$ cat src/rtl/fifo_pkg.sv
// rtl/fifo_pkg.sv - shared async-FIFO helpers (Gray conversion, full-compare pattern)
package fifo_pkg;

  localparam int ADDR_W_DEF = 4;

  function automatic logic [31:0] bin2gray(input logic [31:0] n);
    return n ^ (n >> 1);
  endfunction

  // Each binary bit is the XOR of all Gray bits at and above it.
  function automatic logic [31:0] gray2bin(input logic [31:0] g);
    logic [31:0] b;
    b = g;
    for (int i = 1; i < 32; i++) begin
      b = b ^ (g >> i);
    end
    return b;
  endfunction

  // Gray pointer that is exactly one depth ahead of g: top two bits inverted.
  function automatic logic [31:0] full_cmp_pattern(input logic [31:0] g, input int w);
    return g ^ (32'h3 << (w - 2));
  endfunction

endpackage

$ cat src/rtl/sync_2ff.sv
// rtl/sync_2ff.sv - two-flop bus synchroniser, synchronous active-high reset
module sync_2ff #(
  parameter int W = 1
) (
  input  logic         clk,
  input  logic         rst,
  input  logic [W-1:0] d,
  output logic [W-1:0] q
);

  logic [W-1:0] d1;

  always_ff @(posedge clk) begin
    if (rst) begin
      d1 <= '0;
      q  <= '0;
    end else begin
      d1 <= d;
      q  <= d1;
    end
  end

endmodule

$ cat src/rtl/fifo_wr_ctrl.sv
// rtl/fifo_wr_ctrl.sv - async FIFO write-side pointer and flag controller (w_clk domain)
module fifo_wr_ctrl
  import fifo_pkg::*;
#(
  parameter int ADDR_W    = ADDR_W_DEF,
  parameter int AF_THRESH = 12
) (
  input  logic              w_clk,
  input  logic              rst,
  input  logic              w_en,
  input  logic [ADDR_W:0]   r_gaddr,
  output logic              w_wen,
  output logic [ADDR_W-1:0] w_addr,
  output logic [ADDR_W:0]   w_gaddr,
  output logic              w_full,
  output logic              w_afull,
  output logic [ADDR_W:0]   w_level,
  output logic              w_overflow
);

  localparam int PW = ADDR_W + 1;

  logic [PW-1:0] bptr;
  logic [PW-1:0] bnext;
  logic [PW-1:0] gnext;
  logic [PW-1:0] rg_d2;
  logic [PW-1:0] r_bin;
  logic [PW-1:0] level_next;
  logic [PW-1:0] full_pat;

  sync_2ff #(.W(PW)) u_rg_sync (
    .clk (w_clk),
    .rst (rst),
    .d   (r_gaddr),
    .q   (rg_d2)
  );

  assign w_wen  = w_en & ~w_full;
  assign w_addr = bptr[ADDR_W-1:0];

  assign bnext      = bptr + PW'(w_wen);
  assign gnext      = PW'(bin2gray(32'(bnext)));
  assign r_bin      = PW'(gray2bin(32'(rg_d2)));
  assign full_pat   = PW'(full_cmp_pattern(32'(rg_d2), PW));
  // Stale rg_d2 can only make this larger than the true occupancy, never smaller.
  assign level_next = bnext - r_bin;

  always_ff @(posedge w_clk) begin
    if (rst) begin
      bptr       <= '0;
      w_gaddr    <= '0;
      w_full     <= 1'b0;
      w_afull    <= 1'b0;
      w_level    <= '0;
      w_overflow <= 1'b0;
    end else begin
      bptr       <= bnext;
      w_gaddr    <= gnext;
      w_full     <= (gnext == full_pat);
      w_afull    <= (int'(level_next) >= AF_THRESH);
      w_level    <= level_next;
      w_overflow <= w_overflow | (w_en & w_full);
    end
  end

endmodule

$ cat config.mk
export PLATFORM = sky130hd
export DESIGN_NAME = fifo_wr_ctrl
export DESIGN_NICKNAME = d
export VERILOG_FILES = /design/src/rtl/fifo_pkg.sv /design/src/rtl/sync_2ff.sv /design/src/rtl/fifo_wr_ctrl.sv
export SDC_FILE = /design/constraint.sdc
export NUM_CORES = 1
export LEC_CHECK = 0
export CORE_MARGIN = 1
export CORE_UTILIZATION = 40
export CTS_CLUSTER_SIZE = 10
export DETAILED_ROUTE_END_ITERATION = 10
export GPL_TIMING_DRIVEN = 0
export HOLD_SLACK_MARGIN = 0.05
export PLACE_DENSITY = 0.67
export SLEW_MARGIN = 20
export SYNTH_ARGS = -nofsm -noshare
export SYNTH_HDL_FRONTEND = slang
export SYNTH_SLANG_ARGS = --single-unit
export TNS_END_PERCENT = 30
$ cat constraint.sdc
create_clock -name w_clk -period 6.54 [get_ports w_clk]
set_input_delay 1.635 -clock w_clk [delete_from_list [all_inputs] [get_ports w_clk]]
set_output_delay 1.635 -clock w_clk [all_outputs]
set_load 0.02 [all_outputs]
==> results.py <==
metrics = {
    "run_status": {
        "status": "complete, no violations",
    },
    "global_route": {
        "grt_usage": 0.146,
        "antenna_found_initial": 0,
        "grt_start_max_net_pins": 17,
        "grt_pass1_wl_um": 2910,
        "grt_pass1_vias": 689,
        "grt.overflow.total": 0,
    },
    "floorplan": {
        "core-area_um2": 2520,
        "die_height_um": 53.9,
        "dieArea_um2": 2910,
        "start_util": 0.428,
        "io_pins": 26,
        "num_rows": 18,
        "die_x_um": 53.9,
    },
    "placed_design": {
        "hpwl_um": 1300,
        "numPortBuffers": 24,
        "routabilityCongestion": 0.665,
        "place_area_um2": 1360,
    },
    "routing": {
        "drtIter0Drc": 2,
        "vias": 727,
        "wl_um": 1710,
        "ant_nets": 0,
        "firstDrtPassIters": 2,
        "via_per_inst": 4.54,
        "route.detailed.drc": 0,
        "wl_per_cell_um": 10.7,
    },
    "synth": {
        "mappedNetlistArea_um2": 1080,
        "syn_inst": 102,
        "synth_cell_types": 18,
        "synth_nets": 117,
        "avgSynthCellArea_um2": 10.6,
        "yosysWarningCount": 0,
        "ys_seq_area_frac": 0.501,
        "ys_seq_elements": 27,
    },
    "timing": {
        "rsz0062_at_grt": "no",
        "tns_ns": 0,
        "fin_crit_sh": 0.702,
        "slew_headroom": 0.639,
        "fin_crit_ns": 4.59,
        "max_freq_ghz": 0.218,
        "worst_slew_pin_slew_ns": 0.539,
        "hold_viol": 0,
        "finClkSkew_ns": 0.00780,
        "slew_viol_final": 0,
        "setup_viol": 0,
    },
    "clock_network": {
        "cts_buffer_depth": 2,
        "cts_max_level": 1,
        "cts_tree": "built",
        "cts_made_buffers": 3,
        "root_buffer": "clkbuf_4",
        "cts_resized": 0,
        "clk_latency_ns": 0.33,
        "post_cts_buffers": 0,
        "hold_buffers": 0,
        "clock_sinks": 27,
        "path_clk_slew_ns": 0.13,
    },
    "layout": {
        "num_antenna_cells": 0,
        "design_area_um2": 1390,
        "layout-drive-gt1-share": 0.0462,
        "fillCellCount": 259,
        "synthToLayoutAreaGrowth_pct": 28.5,
        "finish.utilization": 0.550,
        "final_common_cell": "dfxtp_1",
        "layout.cells.most_common_list": "dfxtp_1 (27), clkdlybuf4s50_1 (24), nor2_1 (14)",
        "finalNetCount": 146,
    },
    "pwr": {
        "p_int_uw": 251,
        "p_sw_frac": 0.291,
        "power.switching_uw": 103,
        "vdd_drop_max_mv": 0.164,
        "pwr-share-seq": 0.520,
        "comb_power_share": 0.276,
        "p_per_area_nw_per_um2": 255,
        "p_leak_nw": 0.583,
        "power_uw": 354,
        "clockPowerShare": 0.204,
    },
    "critical_path": {
        "cp_max_fo": 2,
        "crit_type": "primary input to output pin",
        "arrival_ns": 2.96,
        "required_ns": 4.91,
        "r2r_slack_ns": 3.90,
        "worstSetupStartpointType": "primary input",
        "worstSetupEndpointType": "output pin",
    },
    "hold_path": {
        "worstHoldPathType": "flop to flop",
    },
    "flow_run": {
        "drv_cap": 0,
    },
}
[flip-flops by register name, summed over array words and instances, names as in the netlist]
signal and count:
bptr 5, u_rg_sync.d1 5, u_rg_sync.q 5, w_level 5, w_gaddr 4, w_afull 1, w_full 1, w_overflow 1
[area by class of cell]
type / instances / area, um2 / share of cell area
multi-input cells: 66 / 504 / 0.364
clock buffers: 3 / 22.5 / 0.0162
well taps: 30 / 37.5 / 0.0271
plain buffers: 3 / 11.3 / 0.00812
flip-flops and latches: 27 / 541 / 0.390
clock inverters: 1 / 7.51 / 0.00542
inverters: 6 / 22.5 / 0.0162
repair buffers: 24 / 240 / 0.173
[Yosys cell counts (all sizes together)]
cell	number	area [um2]
fa	1	20.0
nand3	2	10.0
a21o	2	15.0
nor2b	13	81.3
inv	6	22.5
o221a	1	11.3
a21oi	3	15.0
o2bb2ai	1	8.76
xor2	11	123
nor3	2	10.0
clkbuf	3	11.3
nor2	14	52.6
and3	2	12.5
xnor2	8	70.1
dfxtp	27	541
ha	6	75.1
[per-stage QoR]
stage          worst slack (ns)  hold WS [ns]  std cells
2_1_floorplan              2.81         0.414        102
3_3_place_gp               1.93         0.419        156
3_5_place_dp               1.92         0.423        156
4_1_cts                    1.92         0.455        160
5_1_grt                    1.89         0.467        160
6_report                   1.95         0.452        160
[routing by layer]
layer  global-route usage  routed length [um]
met3               0.0339                  73
met4               0.0789                  28
met5                    0                   0
met1                0.161                 744
met2                0.257                 858
[critical path, cell delays in order]
cell and delay (ns):
clkdlybuf4s50_1 0.47, nor2b_1 0.21, clkdlybuf4s50_1 0.64
[cell families after synthesis]
family                     count (synthesis)  share of synthesized area
xor gates and xnor gates                  19                      0.179
adders and majority gates                  7                     0.0882
AOI/OAI and AO/OA                          7                     0.0464
buffers and inverters                      9                     0.0313
and+or+nand+nor                           33                      0.154
DFF                                       27                      0.501
[power groups by stage]
stage          clock (mW)  combinational (mW)  sequential (mW)
2_1_floorplan           0              0.0448            0.203
3_3_place_gp            0              0.0950            0.188
3_5_place_dp            0              0.0978            0.188
4_1_cts            0.0757              0.0999            0.184
5_1_grt            0.0820               0.107            0.185
6_report           0.0721              0.0978            0.184
[worst paths after layout]
| check | startpoint | endpoint | cells past startpoint |
|---|---|---|---|
| setup / recovery | w_en | w_wen | 3 |
| hold reg to reg | u_rg_sync.d1[0] | u_rg_sync.q[0] | 1 |
| hold / removal | u_rg_sync.d1[0] | u_rg_sync.q[0] | 1 |
| setup reg to reg | u_rg_sync.q[3] | w_afull | 11 |
Note: power is estimated with default switching activity, not from simulation.
